<file path="src/rtl/if_stage_pkg.sv">
// Shared widths and constants for the instruction fetch stage.
package if_stage_pkg;

  localparam int              CPU_WIDTH   = 32;
  localparam int              PC_W        = 64;
  localparam logic [PC_W-1:0] RESET_PC    = 64'h0000_0000_8000_0000;
  localparam int              INST_BYTES  = 4;
  localparam logic [31:0]     NOP         = 32'h0000_0013;

endpackage

</file>
<file path="src/rtl/if_stage_if.sv">
// Fetch-stage bus: instruction-memory request/response channel plus the decode handshake.
interface if_stage_if #(
  parameter int PC_W   = if_stage_pkg::PC_W,
  parameter int INST_W = if_stage_pkg::CPU_WIDTH
);

  logic              imem_req_valid;
  logic              imem_req_ready;
  logic [PC_W-1:0]   imem_req_addr;
  logic              imem_rsp_valid;
  logic [INST_W-1:0] imem_rsp_data;
  logic              inst_valid;
  logic              inst_ready;
  logic [INST_W-1:0] inst;
  logic [PC_W-1:0]   inst_pc;

  modport master (
    output imem_req_valid, imem_req_addr, inst_valid, inst, inst_pc,
    input  imem_req_ready, imem_rsp_valid, imem_rsp_data, inst_ready
  );

  modport slave (
    input  imem_req_valid, imem_req_addr, inst_valid, inst, inst_pc,
    output imem_req_ready, imem_rsp_valid, imem_rsp_data, inst_ready
  );

endinterface

</file>
<file path="src/rtl/if_stage_fifo.sv">
// Small synchronous FIFO with flush; the head entry is visible combinationally (zero when empty).
module if_fifo #(
  parameter int WIDTH = 8,
  parameter int DEPTH = 2
) (
  input  logic                       clk,
  input  logic                       rst_n,
  input  logic                       push,
  input  logic [WIDTH-1:0]           push_data,
  input  logic                       pop,
  input  logic                       flush,
  output logic [WIDTH-1:0]           head,
  output logic [$clog2(DEPTH):0]     count
);

  localparam int AW = $clog2(DEPTH);
  localparam int CW = AW + 1;

  logic [WIDTH-1:0] mem [DEPTH];
  logic [AW-1:0]    wr_ptr_reg, rd_ptr_reg;
  logic [CW-1:0]    count_reg;
  logic             do_push, do_pop;

  assign do_pop  = pop && (count_reg != '0);
  assign do_push = push && ((count_reg != CW'(DEPTH)) || do_pop);

  always_ff @(posedge clk) begin
    if (do_push && !flush) begin
      mem[wr_ptr_reg] <= push_data;
    end
  end

  // Pointers wrap naturally because DEPTH is a power of two.
  always_ff @(posedge clk) begin
    if (!rst_n || flush) begin
      wr_ptr_reg <= '0;
      rd_ptr_reg <= '0;
      count_reg  <= '0;
    end else begin
      if (do_push) wr_ptr_reg <= wr_ptr_reg + AW'(1);
      if (do_pop)  rd_ptr_reg <= rd_ptr_reg + AW'(1);
      count_reg <= count_reg + CW'(do_push) - CW'(do_pop);
    end
  end

  assign head  = (count_reg == '0) ? '0 : mem[rd_ptr_reg];
  assign count = count_reg;

endmodule

</file>
<file path="src/rtl/if_stage.sv">
// RV64 instruction fetch: credit-limited in-order fetch, flush/restart on redirect.
// Optional IF_MISALIGN_CHK_EN adds a sticky fetch_misalign trap for misaligned redirect targets.
module if_stage #(
  parameter int              PC_W      = if_stage_pkg::PC_W,
  parameter logic [PC_W-1:0] RESET_PC  = if_stage_pkg::RESET_PC,
  parameter int              INST_W    = if_stage_pkg::CPU_WIDTH,
  parameter int              BUF_DEPTH = 2
) (
  input  logic            clk,
  input  logic            rst_n,
  input  logic            redirect_valid,
  input  logic [PC_W-1:0] redirect_pc,
  if_stage_if.master      bus
`ifdef IF_MISALIGN_CHK_EN
  ,
  output logic            fetch_misalign
`endif
);

  import if_stage_pkg::*;

  localparam int CW = $clog2(BUF_DEPTH) + 1;

  logic [PC_W-1:0]        pc_reg, pc_next, target_pc, head_addr;
  logic [CW-1:0]          drop_cnt_reg, drop_cnt_next, inflight, buf_count;
  logic [CW:0]            credit_used;
  logic [INST_W+PC_W-1:0] head_entry;
  logic                   req_fire, rsp_ok, rsp_keep, inst_pop, halt;

`ifdef IF_MISALIGN_CHK_EN
  logic misalign_reg;

  always_ff @(posedge clk) begin
    if (!rst_n) begin
      misalign_reg <= 1'b0;
    end else if (redirect_valid && (redirect_pc[1:0] != 2'b00)) begin
      misalign_reg <= 1'b1;
    end
  end

  assign target_pc      = redirect_pc;
  assign halt           = misalign_reg;
  assign fetch_misalign = misalign_reg;
`else
  assign target_pc = redirect_pc & ~PC_W'(3);
  assign halt      = 1'b0;
`endif

  assign inst_pop = bus.inst_valid && bus.inst_ready && !redirect_valid;

  // A slot freed by this cycle's decode pop is reusable at once, sustaining one fetch per cycle.
  assign credit_used = {1'b0, inflight} + {1'b0, buf_count} - {{CW{1'b0}}, inst_pop};

  assign bus.imem_req_valid = rst_n && !redirect_valid && !halt &&
                              (credit_used < (CW+1)'(BUF_DEPTH));
  assign bus.imem_req_addr  = pc_reg;
  assign req_fire           = bus.imem_req_valid && bus.imem_req_ready;

  // Responses with nothing outstanding are protocol errors and never touch the queues.
  assign rsp_ok   = bus.imem_rsp_valid && (inflight != '0);
  assign rsp_keep = rsp_ok && (drop_cnt_reg == '0) && !redirect_valid;

  always_comb begin
    pc_next       = pc_reg;
    drop_cnt_next = drop_cnt_reg;
    if (redirect_valid) begin
      pc_next       = target_pc;
      drop_cnt_next = inflight - CW'(rsp_ok);
    end else begin
      if (req_fire) pc_next = pc_reg + PC_W'(INST_BYTES);
      if (rsp_ok && (drop_cnt_reg != '0)) drop_cnt_next = drop_cnt_reg - CW'(1);
    end
  end

  always_ff @(posedge clk) begin
    if (!rst_n) begin
      pc_reg       <= RESET_PC;
      drop_cnt_reg <= '0;
    end else begin
      pc_reg       <= pc_next;
      drop_cnt_reg <= drop_cnt_next;
    end
  end

  // Addresses of outstanding requests; its occupancy is the in-flight count.
  if_fifo #(.WIDTH(PC_W), .DEPTH(BUF_DEPTH)) u_addr_q (
    .clk       (clk),
    .rst_n     (rst_n),
    .push      (req_fire),
    .push_data (pc_reg),
    .pop       (rsp_ok),
    .flush     (1'b0),
    .head      (head_addr),
    .count     (inflight)
  );

  if_fifo #(.WIDTH(INST_W + PC_W), .DEPTH(BUF_DEPTH)) u_inst_buf (
    .clk       (clk),
    .rst_n     (rst_n),
    .push      (rsp_keep),
    .push_data ({bus.imem_rsp_data, head_addr}),
    .pop       (inst_pop),
    .flush     (redirect_valid),
    .head      (head_entry),
    .count     (buf_count)
  );

  assign bus.inst_valid = (buf_count != '0);
  assign bus.inst       = head_entry[PC_W +: INST_W];
  assign bus.inst_pc    = head_entry[PC_W-1:0];

endmodule

</file>
<file path="src/flat_wrapper.sv">
// flat-port wrapper written by rule: the top's interface ports become plain ports
module if_stage_flat import if_stage_pkg::*;
#(
  parameter int              PC_W      = if_stage_pkg::PC_W,
  parameter logic [PC_W-1:0] RESET_PC  = if_stage_pkg::RESET_PC,
  parameter int              INST_W    = if_stage_pkg::CPU_WIDTH,
  parameter int              BUF_DEPTH = 2
)
  (clk, rst_n, redirect_valid, redirect_pc, bus_imem_req_valid, bus_imem_req_addr, bus_inst_valid, bus_inst, bus_inst_pc, bus_imem_req_ready, bus_imem_rsp_valid, bus_imem_rsp_data, bus_inst_ready);
  if_stage_if #(.PC_W(PC_W), .INST_W(INST_W)) bus_i ();
  input  logic clk;
  input  logic rst_n;
  input  logic redirect_valid;
  input  logic [PC_W-1:0] redirect_pc;
  output wire logic [$bits(bus_i.imem_req_valid)-1:0] bus_imem_req_valid;
  output wire logic [$bits(bus_i.imem_req_addr)-1:0] bus_imem_req_addr;
  output wire logic [$bits(bus_i.inst_valid)-1:0] bus_inst_valid;
  output wire logic [$bits(bus_i.inst)-1:0] bus_inst;
  output wire logic [$bits(bus_i.inst_pc)-1:0] bus_inst_pc;
  input wire logic [$bits(bus_i.imem_req_ready)-1:0] bus_imem_req_ready;
  input wire logic [$bits(bus_i.imem_rsp_valid)-1:0] bus_imem_rsp_valid;
  input wire logic [$bits(bus_i.imem_rsp_data)-1:0] bus_imem_rsp_data;
  input wire logic [$bits(bus_i.inst_ready)-1:0] bus_inst_ready;
  assign bus_imem_req_valid = bus_i.imem_req_valid;
  assign bus_imem_req_addr = bus_i.imem_req_addr;
  assign bus_inst_valid = bus_i.inst_valid;
  assign bus_inst = bus_i.inst;
  assign bus_inst_pc = bus_i.inst_pc;
  assign bus_i.imem_req_ready = bus_imem_req_ready;
  assign bus_i.imem_rsp_valid = bus_imem_rsp_valid;
  assign bus_i.imem_rsp_data = bus_imem_rsp_data;
  assign bus_i.inst_ready = bus_inst_ready;
  if_stage #(.PC_W(PC_W), .RESET_PC(RESET_PC), .INST_W(INST_W), .BUF_DEPTH(BUF_DEPTH)) u_core (.clk(clk), .rst_n(rst_n), .redirect_valid(redirect_valid), .redirect_pc(redirect_pc), .bus(bus_i));
endmodule
</file>
<file path="config.mk">
export PLATFORM = sky130hd
export DESIGN_NAME = if_stage_flat
export DESIGN_NICKNAME = d
export VERILOG_FILES = /design/src/rtl/if_stage_pkg.sv /design/src/rtl/if_stage_if.sv /design/src/rtl/if_stage_fifo.sv /design/src/rtl/if_stage.sv /design/src/flat_wrapper.sv
export SDC_FILE = /design/constraint.sdc
export NUM_CORES = 1
export LEC_CHECK = 0
export CORE_ASPECT_RATIO = 1.25
export CORE_UTILIZATION = 48
export DETAILED_ROUTE_END_ITERATION = 10
export PLACE_DENSITY = 0.76
export SYNTH_ARGS = -nofsm -noshare
export SYNTH_HDL_FRONTEND = slang
export SYNTH_SLANG_ARGS = --single-unit
export TNS_END_PERCENT = 30
</file>
<file path="constraint.sdc">
create_clock -name clk -period 10.3 [get_ports clk]
set_input_delay 2.575 -clock clk [delete_from_list [all_inputs] [get_ports clk]]
set_output_delay 2.575 -clock clk [all_outputs]
set_load 0.01 [all_outputs]
</file>
==> results of run 1 <==
cells in the mapped netlist (all sizes together) (2+ instances only):
master / count
dfxtp: 74
xnor2: 18
nand4: 26
edfxtp: 312
o21a: 2
buf: 22
mux2i: 158
inv: 14
ha: 8
o21ai: 27
o31ai: 2
a211oi: 6
nand3: 27
and3: 20
a22o: 2
o211ai: 8
or3: 6
xor2: 21
and2: 13
a21oi: 39
nor2: 202
nand2b: 2
nand2: 59
a31oi: 18
or4: 5
and4: 13
nor3: 18
clkbuf: 54
a22oi: 2
o311ai: 12
o211a: 3
nor4: 10
o22ai: 10
worst max-delay path, stage by stage:
cell,delay (ps)
clkdlybuf4s50_1,1060
inv_1,90
buf_4,340
nor2_1,480
and3_1,260
clkdlybuf4s50_1,550
through the flow:
stage,area (um^2),cells
global placement,19060,1847
floorplan,16180,1234
finish,20420,1917
global route,20420,1917
detailed placement,19060,1847
CTS,20420,1917
metal layers:
layer / vias to the layer above / GRT usage (%)
met5: - / 0
met4: 0 / 10.54
met3: 87 / 3.114
met2: 417 / 39.34
met1: 5240 / 27.55
li1: 5066 / -
how the worst max path moves through the flow:
stage                                  to      startpoint  slack, ps
6_report               bus_imem_req_valid           rst_n       2370
5_1_grt                bus_imem_req_valid           rst_n       2230
4_1_cts                bus_imem_req_valid           rst_n       2390
3_5_place_dp           bus_imem_req_valid           rst_n       2400
3_3_place_gp           bus_imem_req_valid           rst_n       2380
2_1_floorplan  u_core.u_addr_q.mem[0][10]  redirect_valid        370
cell families after synthesis:
| family | after synthesis | share of synthesized area (%) |
|---|---|---|
| mux | 158 | 9.783 |
| xor+xnor | 39 | 2.113 |
| simple gates | 409 | 12.25 |
| compound gates | 138 | 5.410 |
| buf+inv | 91 | 2.562 |
| other cells | 1 | 0.02320 |
| fa+ha+maj | 9 | 0.7430 |
| flops | 386 | 67.12 |
where the power goes:
| group | switching [W] | internal, W | total (W) | leakage, nW |
|---|---|---|---|---|
| logic | 0.000372 | 0.000256 | 0.000628 | 2.47 |
| clock network | 0.000576 | 0.000891 | 0.00147 | 0.662 |
| registers | 0.000116 | 0.00187 | 0.00198 | 3.48 |
cells in the final DEF (no fill, tap or decap), types with 14 or more instances in the layout:
cell type        netlist  final
edfxtp_1             312    312
clkdlybuf4s50_1        0    256
nor2_1               202    199
mux2i_1              158    158
dfxtp_1               74     72
nand2_1               59     58
clkbuf_16              0     43
a21oi_1               39     39
nand3_1               27     27
o21ai_0               25     25
nand4_1               23     23
xor2_1                21     21
and3_1                18     18
xnor2_1               18     18
a31oi_1               18     18
nor3_1                18     17
inv_1                 14     14
buf_4                  5     14
area by class of cell:
| class | count | area (um^2) | share of cell area, % |
|---|---|---|---|
| inverter | 15 | 56.30 | 0.2757 |
| tap | 418 | 523.0 | 2.561 |
| clock buffer | 57 | 1206 | 5.907 |
| timing repair buffer | 271 | 2673 | 13.09 |
| multi-input combinational | 757 | 4947 | 24.23 |
| sequential | 386 | 10860 | 53.17 |
| clock inverter | 13 | 157.7 | 0.7720 |
==> run_results.csv, run 1 <==
group,metric,value,unit
grt,antenna_found_initial,0,
route,wl,39.08,mm
route,via_per_inst,5.639,
synthesis,synth_area_leaders,"edfxtp_1 58%, mux2i_1 9.8%, dfxtp_1 9.2%, nor2_1 4.7%, nand2_1 1.4%",
timing,final_hold_viol_count,0,
timing,tightest_slew,1210,ps
floorplanning,fp.dieH,207.2,um
route,route.met3.wl,2.325,mm
grt,grt.total_usage,22.52,%
worst_setup_path,critPathArrivalTime,5360,ps
timing,holdWs,527.4,ps
route,wl_per_cell,20.39,um
place,dp_hpwl,24.92,mm
worst_setup_path,cp.required,7730,ps
floorplanning,start_util,49.05,%
worst_setup_path,reg2reg_depth,13,
place,dp_slack,2397,ps
route,wl_met2,19.81,mm
synthesis,postSynthAreaPerCell,13.13,um^2
synthesis,async_flop_share,0,%
synthesis,synthDistinctLibCells,65,
job,max-cap-violations,0,
floorplanning,fp.dieW,166.2,um
floorplanning,core_area,0.03296,mm^2
hold_path,hold_depth,2,
synthesis,syn-cell-area,0.01617,mm^2
grt,grt_pass1_vias,10570,
hold_path,min_from,"u_core.u_addr_q.rd_ptr_reg",
cells_and_area,antenna_cells,0,
route,ant_nets,0,
cells_and_area,nNetsFinal,1580,
worst_setup_path,path_class,"input port to output port",
worst_setup_path,cp-end-kind,"output port",
timing,maxSlewViolCount,0,
timing,clock.fmax,126.1,MHz
timing,setup_viol,0,
cells_and_area,final_util,61.95,%
cts,htree_levels,2,
cts,post-cts-setup-buffers,0,
timing,setup_ws,2369,ps
place,io_buffer_count,257,
cells_and_area,max_flop_register,"u_core.u_inst_buf.mem",
synthesis,ys_seq_area_share,67.12,%
synthesis,synth_edf_count,312,
worst_setup_path,path_max_fanout,53,
synthesis,netlist.area_leader.share,57.95,%
cts,cts_tree,"done",
place,place_congestion,0.8137,
cts,cts_root_buffer,"clkbuf_16",
synthesis,synth_ff_type,"edfxtp_1",
route,drc,15,
synthesis,netlist_instances,1231,
cts,cts_resized,0,
route,m1WireLength,15.43,mm
cts,postCtsHoldBufs,0,
timing,rsz0062_at_grt,"no",
floorplanning,die-area,0.03442,mm^2
outcome,violations,"design-rule violations",
cts,clk_pin_slew,60,ps
power_and_ir_drop,p_leak,6.610,nW
route,top_layer,"met4",
timing,slew_headroom,19.32,%
worst_setup_path,r2r_start,"u_core.u_inst_buf.count[0]",
cts,clockBufferDepth,3,
cts,numCtsBuffers,38,
worst_setup_path,start_kind,"input port",
cells_and_area,drive_gt1_share,6.738,%
synthesis,yosysTopAreaCell,"edfxtp_1",
cells_and_area,area_delta_synth_final,26.31,%
route,drt_iter0_markers,790,
hold_path,min_path_type,"register to register",
worst_setup_path,r2r_end,"u_core.u_addr_q.mem[1][47]",
power_and_ir_drop,p_per_area,199.6,mW/mm^2
cts,cts_sinks,386,
timing,min_period,7931,ps
timing,period_share,77.00,%
grt,overflow,0,
cells_and_area,largest_reg_flops,188,
timing,fin_skew,13.93,ps
synthesis,synth_seq_cells,386,
route,via_count,10810,
timing,fin_tns_setup,0,ps
power_and_ir_drop,power,0.004077,W
power_and_ir_drop,peakVddDrop,175.2,uV
synthesis,ys.warnings.count,0,
route,drt_first_pass_iters,11,
floorplanning,io_pins,264,
cts,clock_latency,530,ps
grt,grt_pass1_wl,59.60,mm
grt,grt_start_max_net_pins,95,
outcome,status,"finished with violations",
worst_setup_path,rrSetupSlack,6090,ps
floorplanning,rows,74,
cells_and_area,fillers,2515,
Note: power is estimated with default switching activity, not from simulation.
==> run 2: changes to the inputs <==
- CORE_UTILIZATION: 48 -> 50
- PLACE_DENSITY: 0.76 -> 0.75
- clock period: 10.3 -> 8.3 ns (I/O delays scaled with it)
==> run 2 against run 1 <==
Compared with the run above: combinational power grew 23%; critical path type unchanged; critical endpoint unchanged; count of clock-buffer cells in the layout shrank 7; worst setup slack lost 810 ps; the run now ends clean; final cell count shrank 0.47%.
==> run_results.csv, run 2 (synthesized netlist as in run 1, its figures left out) <==
group,metric,value,unit
route,wl_per_cell,20.24,um
place,dp_hpwl,24.45,mm
route,wl_met2,19.60,mm
place,place_inst,1842,
timing,slew_headroom,20.52,%
cts,clk_pin_slew,60,ps
worst_setup_path,critPathArrivalTime,4660,ps
timing,fin_skew,18.20,ps
power_and_ir_drop,clkPwrFrac,33.0,%
cts,postCtsHoldBufs,0,
power_and_ir_drop,peakVddDrop,169.4,uV
worst_setup_path,cp.required,6230,ps
worst_setup_path,start_kind,"input port",
route,via_count,10810,
outcome,status,"finished clean",
timing,setup_ws,1563,ps
cts,numCtsBuffers,37,
route,ant_nets,0,
power_and_ir_drop,p_leak,6.496,nW
cells_and_area,antenna_cells,0,
route,drt_iter0_markers,762,
place,place_congestion,0.8376,
cells_and_area,nNetsFinal,1580,
route,m1WireLength,15.26,mm
timing,fin_tns_setup,0,ps
power_and_ir_drop,p_per_area,238.8,mW/mm^2
power_and_ir_drop,combPwrFrac,16.0,%
grt,grt_pass1_vias,10480,
power_and_ir_drop,switching_power,0.001308,W
grt,antenna_found_initial,0,
floorplanning,die-area,0.03306,mm^2
timing,tightest_slew,1192,ps
cts,cts_root_buffer,"clkbuf_16",
cells_and_area,multi_input_comb_area,0.004954,mm^2
timing,final_hold_viol_count,0,
hold_path,min_path_type,"register to register",
cts,clock_latency,550,ps
timing,clock.fmax,148.4,MHz
worst_setup_path,path_class,"input port to output port",
grt,grt.total_usage,23.25,%
cells_and_area,seq_area,0.01086,mm^2
cells_and_area,final_common_cell,"edfxtp_1",
job,max-cap-violations,0,
cells_and_area,fin_cells,1908,
worst_setup_path,path_max_fanout,6,
timing,setup_viol,0,
floorplanning,fp.dieW,162.8,um
grt,overflow,0,
route,top_layer,"met4",
power_and_ir_drop,swShare,27.11,%
cts,cts_sinks,386,
route,drt_first_pass_iters,5,
cells_and_area,final_util,63.55,%
route,wl,38.62,mm
timing,min_period,6737,ps
place,dp_slack,1575,ps
timing,rsz0062_at_grt,"no",
cts,cts_resized,0,
floorplanning,start_util,50.86,%
timing,period_share,81.16,%
cells_and_area,drive_gt1_share,5.882,%
route,via_per_inst,5.665,
floorplanning,rows,73,
route,route.met3.wl,2.276,mm
timing,maxSlewViolCount,0,
worst_setup_path,cp-end-kind,"output port",
floorplanning,fp.dieH,203.0,um
cts,post-cts-setup-buffers,0,
cells_and_area,fillers,2406,
cts,htree_levels,2,
cells_and_area,largest_reg_flops,188,
floorplanning,io_pins,264,
cells_and_area,mostFrequentLayoutCells,"312 x edfxtp_1, 256 x clkdlybuf4s50_1, 199 x nor2_1",
floorplanning,core_area,0.03179,mm^2
power_and_ir_drop,seqPwrFrac,51.0,%
cts,clockBufferDepth,3,
route,drc,0,
grt,grt_start_max_net_pins,95,
cells_and_area,max_flop_register,"u_core.u_inst_buf.mem",
cts,cts_tree,"done",
power_and_ir_drop,p_int,0.003516,W
cells_and_area,area_delta_synth_final,24.94,%
grt,grt_pass1_wl,58.47,mm
place,io_buffer_count,257,
==> run 2: changes by cell type in the layout (fill, tap and decap cells not counted), sizes merged <==
cell	before	now
buf	15	16
bufinv	3	1
clkbuf	57	50
clkinv	7	11
clkinvlp	4	3
inv	14	16
==> run 2: critical path, cell delays in order <==
cell	delay, ps
clkdlybuf4s50_1	470
nand2_1	100
nor2_1	110
ha_1	230
nand2b_1	150
fa_1	380
xor2_1	360
and3_1	230
clkdlybuf4s50_1	550
==> run 2: metal layers <==
metal / up-vias / GRT usage, %
met1: 5278 / 29.12
li1: 5049 / -
met3: 77 / 3.085
met5: - / 0
met4: 0 / 10.75
met2: 405 / 39.79
==> run 2: worst paths after layout <==
check	slack (ps)	depth (start not counted)	to	start
setup reg to reg	4310	16	u_core.u_addr_q.count[1]	u_core.u_inst_buf.count[0]
setup / recovery	1560	9	bus_imem_req_valid	bus_inst_ready
hold / removal	510	2	register	u_core.u_addr_q.rd_ptr_reg
hold reg to reg	510	2	register	u_core.u_addr_q.rd_ptr_reg
==> run 2: area by class of cell <==
cell class	instances	area share, %
Sequential cell	386	53.75
Multi-Input combinational cell	757	24.52
Timing Repair Buffer	272	13.27
Clock buffer	50	4.924
Tap cell	412	2.552
Clock inverter	16	0.7000
Inverter	15	0.2787
==> run 2: power by group through the flow <==
stage / combinational (W) / clock, W / sequential, W
finish: 0.000773 / 0.00159 / 0.00246
CTS: 0.000779 / 0.00162 / 0.00246
detailed placement: 0.000777 / 0 / 0.00250
floorplan: 0.000515 / 0 / 0.00243
global placement: 0.000752 / 0 / 0.00250
global route: 0.000842 / 0.00169 / 0.00248
==> run 2: per-stage QoR <==
stage	cell area, um^2	total power [W]	hold slack (ps)
CTS	20200	0.004856	516.7
detailed placement	19060	0.003280	495.8
finish	20200	0.004824	514.7
global placement	19060	0.003247	482.2
global route	20200	0.005010	553.5
floorplan	16180	0.002945	472.5
==> run 3: changes to the inputs <==
- clock period: 8.3 -> 6.28 ns (I/O delays scaled with it)
==> run 3 against run 2 <==
Compared with the run above: core utilization up 0.55 points; worst setup slack worse by 1000 ps; register-to-register slack worse by 1800 ps; power up 35%; wire length down 0.67%; clock power up 42%; final area up 0.86%; die area unchanged; non-clock buffer count up 7; clock skew down 1.4 ps; sequential power up 32%.
==> run_results.csv, run 3 (synthesized netlist as in run 1, its figures left out) <==
group,metric,value,unit
place,io_buffer_count,257,
cts,post-cts-setup-buffers,0,
place,dp_slack,585.2,ps
job,max-cap-violations,0,
power_and_ir_drop,peakVddDrop,211.5,uV
cts,postCtsHoldBufs,0,
cells_and_area,drive_gt1_share,6.591,%
grt,antenna_found_initial,0,
timing,period_share,91.02,%
timing,setup_viol,0,
timing,final_hold_viol_count,0,
cts,htree_levels,2,
route,wl_per_cell,20.04,um
worst_setup_path,path_class,"input port to output port",
cells_and_area,largest_reg_flops,188,
timing,clock.fmax,174.9,MHz
route,drc,0,
cts,cts_resized,0,
cells_and_area,final_area,0.02037,mm^2
floorplanning,fp.dieH,203.0,um
worst_setup_path,critPathArrivalTime,4150,ps
route,via_per_inst,5.632,
cells_and_area,max_flop_register,"u_core.u_inst_buf.mem",
timing,min_period,5716,ps
timing,tightest_slew,1193,ps
cells_and_area,mostFrequentLayoutCells,"312 x edfxtp_1, 256 x clkdlybuf4s50_1, 199 x nor2_1",
route,drt_iter0_markers,789,
cells_and_area,antenna_cells,0,
worst_setup_path,start_kind,"input port",
timing,rsz0062_at_grt,"no",
cts,clockBufferDepth,3,
timing,maxSlewViolCount,0,
worst_setup_path,cp-end-kind,"output port",
timing,fin_skew,16.80,ps
place,dp_hpwl,25.08,mm
place,place_inst,1849,
floorplanning,core_area,0.03179,mm^2
cts,cts_tree,"done",
grt,grt_pass1_vias,10600,
timing,setup_ws,563.9,ps
floorplanning,io_pins,264,
floorplanning,start_util,50.86,%
worst_setup_path,cp.required,4710,ps
grt,grt_start_max_net_pins,95,
grt,grt.total_usage,23.34,%
route,ant_nets,0,
timing,fin_tns_setup,0,ps
route,drt_first_pass_iters,5,
power_and_ir_drop,p_per_area,320.1,mW/mm^2
cells_and_area,fin_cells,1914,
worst_setup_path,path_max_fanout,6,
grt,overflow,0,
cells_and_area,nNetsFinal,1586,
cts,cts_root_buffer,"clkbuf_16",
floorplanning,die-area,0.03306,mm^2
floorplanning,rows,73,
floorplanning,fp.dieW,162.8,um
hold_path,min_path_type,"register to register",
grt,grt_pass1_wl,58.94,mm
route,via_count,10780,
power_and_ir_drop,p_leak,6.592,nW
place,dpl_cell_area,0.01915,mm^2
cts,cts_sinks,386,
cells_and_area,area_delta_synth_final,26.02,%
cts,clk_pin_slew,70,ps
cells_and_area,final_common_cell,"edfxtp_1",
timing,slew_headroom,20.44,%
route,wl,38.36,mm
place,place_congestion,0.8251,
outcome,status,"finished clean",
cts,clock_latency,540,ps
cts,numCtsBuffers,36,
[run 3: cell types whose count changed in the layout (fill, tap and decap cells not counted), sizes merged]
cell	before	now
clkbuf	50	39
buf	16	23
clkinv	11	17
bufinv	1	6
clkinvlp	3	2
[run 3: path summary, 6_finish.rpt]
check	slack, ps	depth (start not counted)	endpoint	start
setup / recovery	560	9	bus_imem_req_valid	bus_inst_ready
hold reg to reg	500	2	register	u_core.u_inst_buf.rd_ptr_reg
setup reg to reg	2530	14	u_core.bus.imem_req_addr[25]	u_core.u_inst_buf.count[0]
hold / removal	500	2	register	u_core.u_inst_buf.rd_ptr_reg
[run 3: report_power, final]
part | total (W) | internal [W] | leakage, nW | switching, W
sequential | 0.00325 | 0.00306 | 3.48 | 0.000191
clock | 0.00225 | 0.00132 | 0.594 | 0.000931
combinational | 0.00102 | 0.000428 | 2.52 | 0.000594
total | 0.00652 | 0.00481 | 6.59 | 0.00172
[run 3: stage by stage]
step | power [W] | utilization, % | hold slack [ps]
2_1_floorplan | 0.003892 | - | 472.5
6_report | 0.006521 | 64.10 | 501.5
3_5_place_dp | 0.004336 | 60.26 | 490.1
5_1_grt | 0.006768 | 64.10 | 535.0
4_1_cts | 0.006568 | 64.10 | 506.2
3_3_place_gp | 0.004298 | 60.26 | 480.7
[run 3: final cells by class]
class	count	area [um^2]
Clock buffer	39	922.1
Multi-Input combinational cell	757	4954
Fill cell	2380	11410
Tap cell	412	515.5
Sequential cell	386	10860
Clock inverter	26	297.8
Inverter	15	56.30
Timing Repair Buffer	279	2770
[run 3: critical path, cell delays in order]
cell and delay (ps):
clkdlybuf4s50_1 480, nand2_1 100, nor2_1 110, ha_1 230, nand2b_1 150, fa_1 380, xor2_1 340, and3_1 220
clkdlybuf4s50_1 550
[run 3: per-layer routing]
layer	share of wire [%]	vias up	GRT usage (%)
li1	-	5062	-
met1	40	5249	29.10
met2	52	395	41.09
met3	5.6	74	2.860
met4	3.1	0	8.979
met5	0	-	0
